## config.mk

```make
export PLATFORM = sky130hd
export DESIGN_NAME = weather_fsm_param
export DESIGN_NICKNAME = d
export VERILOG_FILES = /design/src/rtl/weather_fsm_param.sv
export SDC_FILE = /design/constraint.sdc
export NUM_CORES = 1
export LEC_CHECK = 0
export BUFFER_PORTS_ARGS = -buffer_cell sky130_fd_sc_hd__buf_2
export CORE_MARGIN = 2
export CORE_UTILIZATION = 40
export DETAILED_ROUTE_END_ITERATION = 7
export GPL_TIMING_DRIVEN = 0
export PLACE_DENSITY = 0.65
export SLEW_MARGIN = 20
export SYNTH_ARGS = -nofsm -noshare
export SYNTH_HDL_FRONTEND = slang
export SYNTH_SLANG_ARGS = --single-unit
```

## constraint.sdc

```tcl
create_clock -name clock -period 2.3 [get_ports clock]
set_clock_uncertainty 0.05 [all_clocks]
set_input_delay 0.575 -clock clock [delete_from_list [all_inputs] [get_ports clock]]
set_output_delay 0.575 -clock clock [all_outputs]
set_load 0.01 [all_outputs]
```

## src/rtl/weather_fsm_param.sv

```systemverilog
// weather_fsm_param: parametrised month/weather Moore machine with registered
// outputs. Seven month states are driven by snow/rain/cloud flags and a
// temperature sample; a minimum-dwell counter blocks early exits, enable
// gates every transition, and encoding 7 recovers to JANUARY.
// Optional feature macro: WEATHER_FSM_TRANS_CNT_EN adds a saturating count of
// real state changes on trans_cnt (tied to 0 when the macro is undefined).
module weather_fsm_param #(
    parameter int TEMP_W    = 7,
    parameter int T_COLD    = 30,
    parameter int T_WARM    = 50,
    parameter int T_HOT     = 80,
    parameter int MIN_DWELL = 0,
    parameter int CNT_W     = 8
) (
    input  logic              clock,
    input  logic              reset_n,
    input  logic              enable,
    input  logic              snow,
    input  logic              rain,
    input  logic              cloud,
    input  logic [TEMP_W-1:0] temp,
    output logic [2:0]        state_o,
    output logic              a,
    output logic              b,
    output logic              c,
    output logic              changed,
    output logic [7:0]        dwell_cnt,
    output logic [CNT_W-1:0]  trans_cnt
);

    typedef enum logic [2:0] {
        ST_JAN = 3'd0,
        ST_FEB = 3'd1,
        ST_MAR = 3'd2,
        ST_APR = 3'd3,
        ST_MAY = 3'd4,
        ST_JUN = 3'd5,
        ST_JUL = 3'd6,
        ST_ILL = 3'd7
    } state_t;

    localparam logic [TEMP_W-1:0] COLD_TH   = TEMP_W'(T_COLD);
    localparam logic [TEMP_W-1:0] WARM_TH   = TEMP_W'(T_WARM);
    localparam logic [TEMP_W-1:0] HOT_TH    = TEMP_W'(T_HOT);
    localparam logic [7:0]        DWELL_MAX = 8'(MIN_DWELL);

    // Registers hold raw encodings so the illegal value 7 is representable.
    logic [2:0] state_q, state_d, cand;
    logic [2:0] abc_q, abc_d;
    logic       changed_q, changed_d;
    logic [7:0] dwell_q, dwell_d;
    logic       move;
    logic       dwell_ok;

    // Candidate next state from the current month and the weather inputs
    always_comb begin
        cand = ST_JAN;
        case (state_q)
            ST_JAN: begin
                if (snow)                cand = (temp > COLD_TH) ? ST_JAN : ST_FEB;
                else if (temp > WARM_TH) cand = ST_JUL;
                else                     cand = ST_JUN;
            end
            ST_FEB: begin
                if (snow)      cand = ST_JAN;
                else if (rain) cand = ST_MAR;
                else           cand = ST_FEB;
            end
            ST_MAR: cand = ST_APR;
            ST_APR: begin
                if (cloud)     cand = rain ? ST_MAY : ST_JAN;
                else if (snow) cand = ST_MAR;
                else           cand = ST_APR;
            end
            ST_MAY: begin
                if (!cloud)    cand = ST_JUN;
                else if (rain) cand = ST_MAR;
                else           cand = ST_JUL;
            end
            ST_JUN: cand = rain ? ST_JUN : ST_JUL;
            ST_JUL: begin
                if (snow)               cand = ST_JAN;
                else if (rain)          cand = ST_MAR;
                else if (temp > HOT_TH) cand = ST_JUL;
                else                    cand = ST_JUN;
            end
            default: cand = ST_JAN;
        endcase
    end

    // Transition gate, dwell update and next-state Moore output decode
    always_comb begin
        // dwell_q never exceeds DWELL_MAX, so equality means "dwell satisfied".
        dwell_ok  = (dwell_q == DWELL_MAX);
        state_d   = state_q;
        if (state_q == ST_ILL)      state_d = ST_JAN;
        else if (enable && dwell_ok) state_d = cand;
        move      = (state_d != state_q);
        changed_d = move;
        if (move)          dwell_d = 8'd0;
        else if (!dwell_ok) dwell_d = dwell_q + 8'd1;
        else               dwell_d = dwell_q;
        case (state_d)
            ST_JAN:  abc_d = 3'b100;
            ST_FEB:  abc_d = 3'b110;
            ST_MAR:  abc_d = 3'b111;
            ST_APR:  abc_d = 3'b011;
            ST_MAY:  abc_d = 3'b110;
            ST_JUN:  abc_d = 3'b110;
            ST_JUL:  abc_d = 3'b010;
            default: abc_d = 3'b000;
        endcase
    end

    // State, registered outputs, change pulse and dwell counter
    always_ff @(posedge clock or negedge reset_n) begin
        if (!reset_n) begin
            state_q   <= ST_JAN;
            abc_q     <= 3'b100;
            changed_q <= 1'b0;
            dwell_q   <= 8'd0;
        end else begin
            state_q   <= state_d;
            abc_q     <= abc_d;
            changed_q <= changed_d;
            dwell_q   <= dwell_d;
        end
    end

`ifdef WEATHER_FSM_TRANS_CNT_EN
    logic [CNT_W-1:0] trans_q, trans_d;

    // Saturating count of real state changes, recovery included
    always_comb begin
        trans_d = trans_q;
        if (move && (trans_q != {CNT_W{1'b1}})) trans_d = trans_q + CNT_W'(1);
    end

    // Transition counter register
    always_ff @(posedge clock or negedge reset_n) begin
        if (!reset_n) trans_q <= '0;
        else          trans_q <= trans_d;
    end

    assign trans_cnt = trans_q;
`else
    assign trans_cnt = '0;
`endif

    assign state_o   = state_q;
    assign {a, b, c} = abc_q;
    assign changed   = changed_q;
    assign dwell_cnt = dwell_q;

endmodule

```

==> metrics.log, run 1 <==
INFO  metric outcome = completed
INFO  metric timing_worst_setup_path_type = flip-flop to flip-flop
INFO  metric antennaDiodeCount = 0
INFO  metric critical_path_slowest_stage_cell = dfrtp_2
INFO  metric cpPeakStageDelay = 440 ps
INFO  metric hold_path_class = input pin to async pin
INFO  metric worstSetupStartpointType = flip-flop
INFO  metric post_drt_wl_per_cell = roughly 13 um
INFO  metric synth_area_leaders = dfrtp_1 (31%), buf_4 (7.4%), nor2_1 (4.4%)
INFO  metric clkTransAtPathRegs = around 100 ps
INFO  metric most_frequent_cells_in_the_layout = buf_2 (28), buf_4 (14), nor2_1 (13), dfrtp_1 (13), nand2_1 (10)
INFO  metric antenna_found_initial = 0
INFO  metric clock_tree.root_cell = clkbuf_4
INFO  metric remaining_drc_errors = 0
INFO  metric postRouteWirelength = approximately 2600 um
INFO  metric cell_rows = 19
INFO  metric initial_utilization = approximately two fifths
INFO  metric final_hold_viol_count = 0
INFO  metric leakage_power = around 0.00068 uW
INFO  metric yosys.cell_types.count = 48
INFO  metric worstMarginPinSlew = 562 ps
INFO  metric finalPower = between 1000 and 1500 uW
INFO  metric grt_first_pass_wirelength = 4160 um
INFO  metric ys_warn_count = 0
INFO  metric synth_enable_flop_cells = 0
INFO  metric postSynth.asyncResetShare = between 90% and 100%
INFO  metric number_of_buffers_inserted_during_clock_tree_synthesis = 3
INFO  metric place.detailed.hpwl = between 1500 and 2000 um
INFO  metric finalWorstPathRequiredPeriod = 2140 ps
INFO  metric design.portCount = 36
INFO  metric synth.ff_latch_count = 15
INFO  metric p_per_area = 867 nW/um^2
INFO  metric worst_ir_drop_vdd = approximately 480 uV
INFO  metric clk_latency_worst_skew_pair = around 280 ps
INFO  metric setup_total_negative_slack = 0 ps
INFO  metric report.final.setup_viol = 0
INFO  metric design.final.nets = roughly 190
INFO  metric synth_flop_type = dfrtp_1
INFO  metric ant_nets = 0
INFO  metric finalMaxSlewViolations = 0
INFO  metric cp.arrival = 2250 ps
INFO  metric final.fill_count = 267
INFO  metric final_layout_size_suffix_gt1_share = about 34%
INFO  metric cts_tree = yes
INFO  metric grt_usage = 16.1%
INFO  metric gp_congestion = 0.853
INFO  metric grt_start_max_net_pins = 16
INFO  metric overflow = 0
INFO  metric synth.largest_area_cell = dfrtp_1
INFO  metric seq_area_frac_synth = around 34%
INFO  metric critPathMaxFanout = 6
INFO  metric cts_buffer_depth = 2
INFO  metric maxCapViolCount = 0
INFO  metric synth.cell_area = about 1100 sq um
INFO  metric synthDominantCellAreaShare = roughly a third
INFO  metric worst_hold_margin = around 130 ps
INFO  metric crit_chain = inv_1 -> ha_1 -> nor4b_4 -> and2_1 -> buf_4 -> o31a_1 -> a32o_2 -> a221oi_4 -> or3_1
INFO  metric place_worst_setup_slack = -116 ps
INFO  metric max_clock_freq = between 0.4 and 0.5 GHz
INFO  metric drt_first_iter_violations = 52
INFO  metric die_h = around 57 um
INFO  metric io_buffers = 26
INFO  metric floorplan_die_area = approximately 3200 sq um
INFO  metric synthesis.area_per_instance = around 8.6 sq um
INFO  metric first_global_vias = 963
INFO  metric final_min_period_over_clock_period = around 93%
INFO  metric critical_path_required = between 2000 and 2500 ps
INFO  metric synth_cells = 130
INFO  metric clock-sinks = 15
INFO  metric cts-htree-levels = 1
INFO  metric vias = between 1000 and 1500
INFO  metric drt_pre_antenna_iters = 4
INFO  metric layout-area-overhead-vs-synth = 26.0%
INFO  metric relative_slew_slack = about 63%
INFO  metric chipWidth = between 50 and 60 um
INFO  metric core_outline_area = approximately 2700 sq um
INFO  metric setup_ws = approximately 160 ps
INFO  metric most_frequent_standard_cell_in_the_layout_excluding_fill_and_tap_cells = buf_2
INFO  metric setup.worst_path.end_class = flip-flop
INFO  metric vias_per_instance = 5.37
[cell families after synthesis]
family / Yosys count / synth area share, %
other: 1 / 0.337
flip-flops: 15 / 33.8
AO/OA/AOI/OAI: 31 / 21.3
adder cells (fa/ha/maj): 2 / 2.25
AND/OR/NAND/NOR: 57 / 27.5
buffers and inverters: 18 / 10.0
XOR/XNOR: 6 / 4.72
[timing repair]
action                                 in CTS  in global routing
hold buffers                                0                  0
setup buffers                               0                  3
pin swaps                                   0                  2
setup endpoints to repair                   1                 12
endpoints found under the hold margin       0                  0
resized for setup                           2                  6
cloned                                      0                  0
[power by group]
group | internal (uW) | total, uW | switching [uW]
sequential | 319 | 351 | 31.4
combinational | 284 | 718 | 434
clock | 64.3 | 148 | 83.6
[cell type report]
type,instances,area (sq um),area share [%]
flip-flops and latches,15,378,26.9
well taps,31,38.8,2.77
inverters,4,15.0,1.07
plain buffers,14,96.3,6.87
clock inverters,1,5.00,0.357
repair buffers,29,153,10.9
clock buffers,3,22.5,1.61
multi-input cells,104,694,49.5
[cell usage after synthesis (2+ instances only)]
| master | n |
|---|---|
| nor2b_1 | 2 |
| dfrtp_1 | 14 |
| xor2_1 | 3 |
| ha_1 | 2 |
| inv_1 | 4 |
| nand2b_1 | 4 |
| a211oi_1 | 2 |
| nand3_1 | 3 |
| o21ai_0 | 5 |
| nand2_1 | 10 |
| nor3_1 | 6 |
| nor4_1 | 2 |
| and2_1 | 2 |
| xnor2_1 | 3 |
| nand4_1 | 3 |
| buf_4 | 11 |
| or4_1 | 2 |
| and3_1 | 2 |
| o31ai_1 | 2 |
| buf_2 | 2 |
| nor2_1 | 13 |
| a21oi_1 | 6 |
| a31oi_1 | 2 |
[critical path: cells and delay by family, from the launching register on]
| family | cells | cell delay (ps) |
|---|---|---|
| compound gates | 3 | 450 |
| buf+inv | 2 | 190 |
| fa+ha+maj | 1 | 140 |
| flops | 1 | 440 |
| simple gates | 3 | 720 |
[metal layers]
layer  share of wire, %  GRT usage, %  wire [um]  vias up
met3                7.0          1.61        181        2
met1                 46          21.4       1180      490
met2                 46          27.1       1190       47
li1                   -             -          -      540
met4               0.93          5.98         24        0
met5                  0             0          0        -
[state kept, by name (all words and copies together) (netlist names)]
| signal | count |
|---|---|
| abc_q | 3 |
| changed | 1 |
| dwell_cnt | 8 |
| state_o | 3 |
[path summary, 6_finish.rpt]
kind	from	endpoint	slack, ps	depth (start not counted)
min reg2reg	dwell_cnt[7]	dwell_cnt[7]	580	2
max in group asynchronous	reset_n	abc_q[2]	1760	1
min	reset_n	dwell_cnt[7]	130	1
max reg2reg	dwell_cnt[0]	abc_q[1]	160	9
max	dwell_cnt[0]	abc_q[1]	160	9
min in group clock	dwell_cnt[7]	dwell_cnt[7]	580	2
[through the flow]
stage	util [%]	area, sq um	instances
final	51.8	1400	201
after global placement	48.3	1310	194
after global routing	51.8	1400	201
after floorplan	-	1140	137
after CTS	50.0	1360	198
after detailed placement	48.3	1310	194
Note: power is estimated with default switching activity, not from simulation.
==> run 2, diff against run 1 <==
--- a/config.mk
+++ b/config.mk
@@ -11,6 +11,7 @@
 export DETAILED_ROUTE_END_ITERATION = 7
 export GPL_TIMING_DRIVEN = 0
 export PLACE_DENSITY = 0.65
+export RECOVER_POWER = 25
 export SLEW_MARGIN = 20
 export SYNTH_ARGS = -nofsm -noshare
 export SYNTH_HDL_FRONTEND = slang
==> run 2 against run 1 <==
Via count did not move. Clock power is essentially flat. Utilization about the same. Global-route usage is the same.
==> metrics.log, run 2 (same netlist as run 1, synthesis figures left out) <==
INFO  metric outcome = completed
INFO  metric grt_start_max_net_pins = 16 (unchanged)
INFO  metric p_comb_share = 59.0% (about the same)
INFO  metric timing_worst_setup_path_type = flip-flop to flip-flop
INFO  metric design.portCount = 36 (unchanged)
INFO  metric layout-area-overhead-vs-synth = 25.8% (about the same)
INFO  metric vias_per_instance = 5.37 (unchanged)
INFO  metric antennaDiodeCount = 0 (unchanged)
INFO  metric gp_congestion = 0.853 (unchanged)
INFO  metric ant_nets = 0 (unchanged)
INFO  metric grt_first_pass_wirelength = 4160 um (unchanged)
INFO  metric design.final.nets = 186 (unchanged)
INFO  metric largest_register_ff_count = 8 (unchanged)
INFO  metric drt_pre_antenna_iters = 4 (unchanged)
INFO  metric worst_ir_drop_vdd = 476 uV (about the same)
INFO  metric final_hold_viol_count = 0 (unchanged)
INFO  metric core_outline_area = 2710 sq um (unchanged)
INFO  metric seq_power_share = 28.8% (about the same)
INFO  metric critical_path_required = 2400 ps (about the same)
INFO  metric cts_tree = yes
INFO  metric antenna_found_initial = 0 (unchanged)
INFO  metric cell_rows = 19 (unchanged)
INFO  metric hold_path_class = input pin to async pin
INFO  metric grt_usage = 16.1% (unchanged)
INFO  metric number_of_buffers_inserted_during_clock_tree_synthesis = 3 (unchanged)
INFO  metric worstSetupStartpointType = flip-flop
INFO  metric finalWorstPathRequiredPeriod = 2140 ps (unchanged)
INFO  metric cts-hold-fix-buffers = 0 (unchanged)
INFO  metric clock_power_share = 12.2% (about the same)
INFO  metric dp_cells = 194 (unchanged)
INFO  metric cts-htree-levels = 1 (unchanged)
INFO  metric worstMarginPinSlew = 810 ps (+248 ps)
INFO  metric stdcell_count = 201 (unchanged)
INFO  metric first_global_vias = 963 (unchanged)
INFO  metric post_drt_wl_per_cell = 12.8 um (about the same)
INFO  metric final_min_period_over_clock_period = 93.2% (unchanged)
INFO  metric clock-sinks = 15 (unchanged)
INFO  metric setup.worst_path.end_class = flip-flop
INFO  metric relative_slew_slack = 46.0% (-17 points)
INFO  metric leakage_power = 0.000678 uW (-0.40%)
INFO  metric cp.arrival = 2250 ps (about the same)
INFO  metric finalMaxSlewViolations = 0 (unchanged)
INFO  metric clkTransAtPathRegs = 100 ps (about the same)
INFO  metric sw_frac_of_total = 45.2% (about the same)
INFO  metric initial_utilization = 41.1% (unchanged)
INFO  metric postRouteWirelength = 2570 um (about the same)
INFO  metric remaining_drc_errors = 0 (unchanged)
INFO  metric drt_first_iter_violations = 52 (unchanged)
INFO  metric clock_tree.root_cell = clkbuf_4
INFO  metric fin_util = 51.7% (about the same)
INFO  metric cts_buffer_depth = 2 (unchanged)
INFO  metric overflow = 0 (unchanged)
INFO  metric most_frequent_cells_in_the_layout = buf_2 (27), buf_4 (14), nor2_1 (13), dfrtp_1 (13), nand2_1 (10)
INFO  metric most_frequent_standard_cell_in_the_layout_excluding_fill_and_tap_cells = buf_2
INFO  metric switching_power = 549 uW (about the same)
INFO  metric chipWidth = 56.8 um (unchanged)
INFO  metric max_clock_freq = 0.466 GHz (unchanged)
INFO  metric final_layout_size_suffix_gt1_share = 32.9% (-0.59 points)
INFO  metric vias = 1079 (unchanged)
INFO  metric p_per_area = 868 nW/um^2 (about the same)
INFO  metric die_h = 56.8 um (unchanged)
INFO  metric critPathMaxFanout = 6 (unchanged)
INFO  metric clk_latency_worst_skew_pair = 280 ps (about the same)
INFO  metric intPower = 667 uW (about the same)
INFO  metric maxCapViolCount = 0 (unchanged)
INFO  metric worst_hold_margin = 299 ps (+169 ps)
INFO  metric place.detailed.hpwl = 1870 um (unchanged)
INFO  metric floorplan_die_area = 3220 sq um (unchanged)
INFO  metric io_buffers = 26 (unchanged)
INFO  metric report.final.setup_viol = 0 (unchanged)
## run 2: worst max-delay path, cell delays in order, from the launching register on
cell and delay (ps):
dfrtp_2 440, inv_1 60, ha_1 140, nor4b_4 220, and2_1 170, buf_4 130
o31a_1 170, a32o_2 200, a221oi_4 80, or3_1 330
## run 2: final timing paths
kind	start	to	slack (ps)	cells past startpoint
setup / recovery	dwell_cnt[0]	abc_q[1]	160	9
hold / removal	reset_n	dwell_cnt[7]	300	1
setup reg to reg	dwell_cnt[0]	abc_q[1]	160	9
hold reg to reg	dwell_cnt[7]	dwell_cnt[7]	580	2
max in group asynchronous	reset_n	dwell_cnt[0]	1350	1
min in group clock	dwell_cnt[7]	dwell_cnt[7]	580	2
## run 2: cell type report
type                            instances  area [sq um]
Sequential cell                        15           378
Clock inverter                          1          5.00
Buffer                                 14          96.3
Inverter                                4          15.0
Timing Repair Buffer                   29           151
Fill cell                             268          1310
Clock buffer                            3          22.5
Multi-Input combinational cell        104           694
Tap cell                               31          38.8
## run 2: power by group through the flow
stage,Sequential (uW),Clock (uW),Combinational [uW]
3_3_place_gp,355,0,636
2_1_floorplan,379,0,447
4_1_cts,351,157,676
3_5_place_dp,355,0,649
5_1_grt,358,166,793
6_report,351,148,718
## run 2: stage by stage
stage / setup TNS (ps) / cell area (sq um) / setup slack [ps] / total power [uW]
after detailed placement: -906 / 1310 / -116 / 1000
after floorplan: 0 / 1140 / 170 / 826
after CTS: 0 / 1360 / 8.32 / 1180
after global routing: -1.14 / 1400 / -1.14 / 1320
after global placement: -425 / 1310 / -75.2 / 990
final: 0 / 1400 / 156 / 1220
## run 2: what timing repair did
item / in CTS / in global routing
setup endpoints to repair: 1 / 12
gates resized for setup: 2 / 6
buffers inserted: 0 / 3
endpoints found under the hold margin: 0 / 0
pin swaps: 0 / 2
## run 2: layer usage
layer  vias to the layer above  wire (um)  GRT usage, %
met3                         2        180          1.61
met2                        47       1190          27.1
li1                        540          -             -
met1                       490       1180          21.4
met4                         0         24          5.98
met5                         -          0             0
==> run 3, diff against run 2 <==
--- a/config.mk
+++ b/config.mk
@@ -6,6 +6,7 @@
 export NUM_CORES = 1
 export LEC_CHECK = 0
 export BUFFER_PORTS_ARGS = -buffer_cell sky130_fd_sc_hd__buf_2
+export CORE_ASPECT_RATIO = 0.7
 export CORE_MARGIN = 2
 export CORE_UTILIZATION = 40
 export DETAILED_ROUTE_END_ITERATION = 7
==> run 3 against run 2 <==
Count of clock-buffer cells in the layout stayed put. Cell area shrank 0.89%. Die area up 0.22%. Critical endpoint is now abc_q[0]. Via count shrank 0.65%.
==> metrics.log, run 3 (same netlist as run 1, synthesis figures left out) <==
INFO  metric setup_repair_after_global_routing_missed_its_margin = yes
INFO  metric postLayoutCellArea = 1390 sq um (-0.89%)
INFO  metric floorplan_die_area = 3230 sq um (+0.22%)
INFO  metric clock_tree.root_cell = clkbuf_8
INFO  metric cts_tree = yes
INFO  metric setup.reg_to_reg.worst_slack = 110 ps (-50 ps)
INFO  metric cts-hold-fix-buffers = 0 (unchanged)
INFO  metric grt_first_pass_wirelength = 4350 um (+4.5%)
INFO  metric initial_utilization = 43.6% (+2.5 points)
INFO  metric clock-sinks = 15 (unchanged)
INFO  metric vias = 1072 (-0.65%)
INFO  metric worstSetupStartpointType = flip-flop
INFO  metric core_outline_area = 2550 sq um (-5.8%)
INFO  metric most_frequent_cells_in_the_layout = buf_2 (27), dfrtp_1 (14), nor2_1 (13), buf_4 (11), nand2_1 (10)
INFO  metric post_cts_resized = 0 (-2)
INFO  metric max_clock_freq = 0.456 GHz (-2.2%)
INFO  metric timing_worst_setup_path_type = flip-flop to flip-flop
INFO  metric gp_congestion = 0.881 (+3.4%)
INFO  metric place.detailed.hpwl = 2070 um (+11%)
INFO  metric ant_nets = 0 (unchanged)
INFO  metric post_cts.repair.setup_buffers = 0 (unchanged)
INFO  metric cp.arrival = 2330 ps (+80 ps)
INFO  metric io_buffers = 26 (unchanged)
INFO  metric seqCellArea = 377 sq um (-0.33%)
INFO  metric critPathMaxFanout = 6 (unchanged)
INFO  metric report.final.setup_viol = 0 (unchanged)
INFO  metric final_hold_viol_count = 0 (unchanged)
INFO  metric maxCapViolCount = 0 (unchanged)
INFO  metric drt_first_iter_violations = 57 (+9.6%)
INFO  metric seq_power_share = 27.9% (-0.9 points)
INFO  metric finalPower = 1260 uW (+3.5%)
INFO  metric die_h = 48.1 um (-15%)
INFO  metric switching_power = 546 uW (-0.55%)
INFO  metric overflow = 0 (unchanged)
INFO  metric final.fill_count = 261 (-2.6%)
INFO  metric worstMarginPinSlew = 793 ps (-16.9 ps)
INFO  metric drt_pre_antenna_iters = 4 (unchanged)
INFO  metric multi_input_gate_area_in_the_final_layout = 683 sq um (-1.6%)
INFO  metric relative_slew_slack = 47.1% (+1.1 points)
INFO  metric finalWorstPathRequiredPeriod = 2190 ps (+47.9 ps)
INFO  metric largest_register_ff_count = 8 (unchanged)
INFO  metric cts-htree-levels = 1 (unchanged)
INFO  metric cell_rows = 15 (-4)
INFO  metric layout-area-overhead-vs-synth = 24.7%
INFO  metric crit-reg2reg-launch = dwell_cnt[0]
INFO  metric worst_r2r_path_depth = 9 (unchanged)
INFO  metric reg2reg_capture_point = abc_q[0]
INFO  metric sw_frac_of_total = 43.4% (-1.8 points)
INFO  metric final_layout_size_suffix_gt1_share = 31.1% (-1.8 points)
INFO  metric grt_start_max_net_pins = 16 (unchanged)
INFO  metric vias_per_instance = 5.33 (-0.65%)
INFO  metric clkTransAtPathRegs = 60 ps (-40 ps)
INFO  metric antennaDiodeCount = 0 (unchanged)
INFO  metric hold_path_class = input pin to async pin
INFO  metric most_frequent_standard_cell_in_the_layout_excluding_fill_and_tap_cells = buf_2
INFO  metric postPlaceCellArea = 1310 sq um (+0.29%)
INFO  metric outcome = completed
INFO  metric postRouteWirelength = 2700 um (+4.9%)
INFO  metric design.portCount = 36 (unchanged)
INFO  metric clk_latency_worst_skew_pair = 250 ps (-30 ps)
INFO  metric design.final.nets = 183 (-1.6%)
INFO  metric number_of_buffers_inserted_during_clock_tree_synthesis = 3 (unchanged)
INFO  metric leakage_power = 0.000671 uW (-1.0%)
INFO  metric intPower = 713 uW (+6.9%)
INFO  metric p_per_area = 907 nW/um^2 (+4.5%)
INFO  metric worst_ir_drop_vdd = 372 uV (-22%)
INFO  metric post_drt_wl_per_cell = 13.4 um (+4.9%)
INFO  metric clock_power_share = 17.3% (+5.1 points)
INFO  metric grt_usage = 18.4% (+2.3 points)
INFO  metric cts_buffer_depth = 2 (unchanged)
INFO  metric finalMaxSlewViolations = 0 (unchanged)
INFO  metric final_min_period_over_clock_period = 95.3% (+2.1 points)
INFO  metric critical_path_required = 2430 ps (+30 ps)
INFO  metric first_global_vias = 948 (-1.6%)
INFO  metric chipWidth = 67.1 um (+18%)
INFO  metric antenna_found_initial = 0 (unchanged)
INFO  metric remaining_drc_errors = 0 (unchanged)
INFO  metric setup.worst_path.end_class = flip-flop
INFO  metric p_comb_share = 54.8% (-4.2 points)
-- run 3: area by class of cell --
class | instances | area share [%]
plain buffers | 14 | 6.94
clock buffers | 3 | 2.97
clock inverters | 1 | 0.360
inverters | 4 | 1.08
multi-input cells | 104 | 49.2
flip-flops and latches | 15 | 27.1
well taps | 34 | 3.06
repair buffers | 26 | 9.28
-- run 3: layer usage --
layer | up-vias | track usage, % | wire length [um]
met3 | 0 | 6.47 | 268
met4 | 0 | 3.27 | 0
li1 | 530 | - | -
met1 | 481 | 24.9 | 1280
met2 | 61 | 29.3 | 1150
met5 | - | 0 | 0
-- run 3: power groups by stage --
stage,Sequential [uW],Combinational [uW],Clock (uW)
5_1_grt,359,768,233
3_5_place_dp,357,641,0
4_1_cts,352,642,225
6_report,351,690,217
3_3_place_gp,355,634,0
2_1_floorplan,379,447,0
-- run 3: worst max-delay path by stage --
| stage | slack [ps] | start | end | depth (start not counted) |
|---|---|---|---|---|
| finish | 110 | dwell_cnt[0] | abc_q[0] | 9 |
| detailed placement | -70 | temp[0] | dwell_cnt[1] | 6 |
| floorplan | 170 | rain | dwell_cnt[0] | 7 |
| global placement | -60 | temp[0] | dwell_cnt[1] | 6 |
| global route | -30 | state_o[0] | changed | 8 |
| CTS | 50 | dwell_cnt[4] | dwell_cnt[4] | 5 |
-- run 3: per-stage QoR --
stage               util (%)  std cells  hold WS, ps  worst slack (ps)  TNS [ps]
finish                  54.4        201          330               108         0
detailed placement      51.4        197          446             -67.3      -509
global route            54.4        201          393             -32.1     -54.4
CTS                     53.2        201          174              53.2         0
floorplan                  -        137          229               170         0
global placement        51.4        197          442             -64.6      -304
-- run 3: worst max-delay path, stage by stage, from the launching register on --
cell and delay [ps]:
dfrtp_1 420, inv_1 60, ha_1 200, nor4b_4 140, and2_1 140, buf_4 150
o31a_1 130, a32o_2 280, a221oi_2 310, and4_1 250
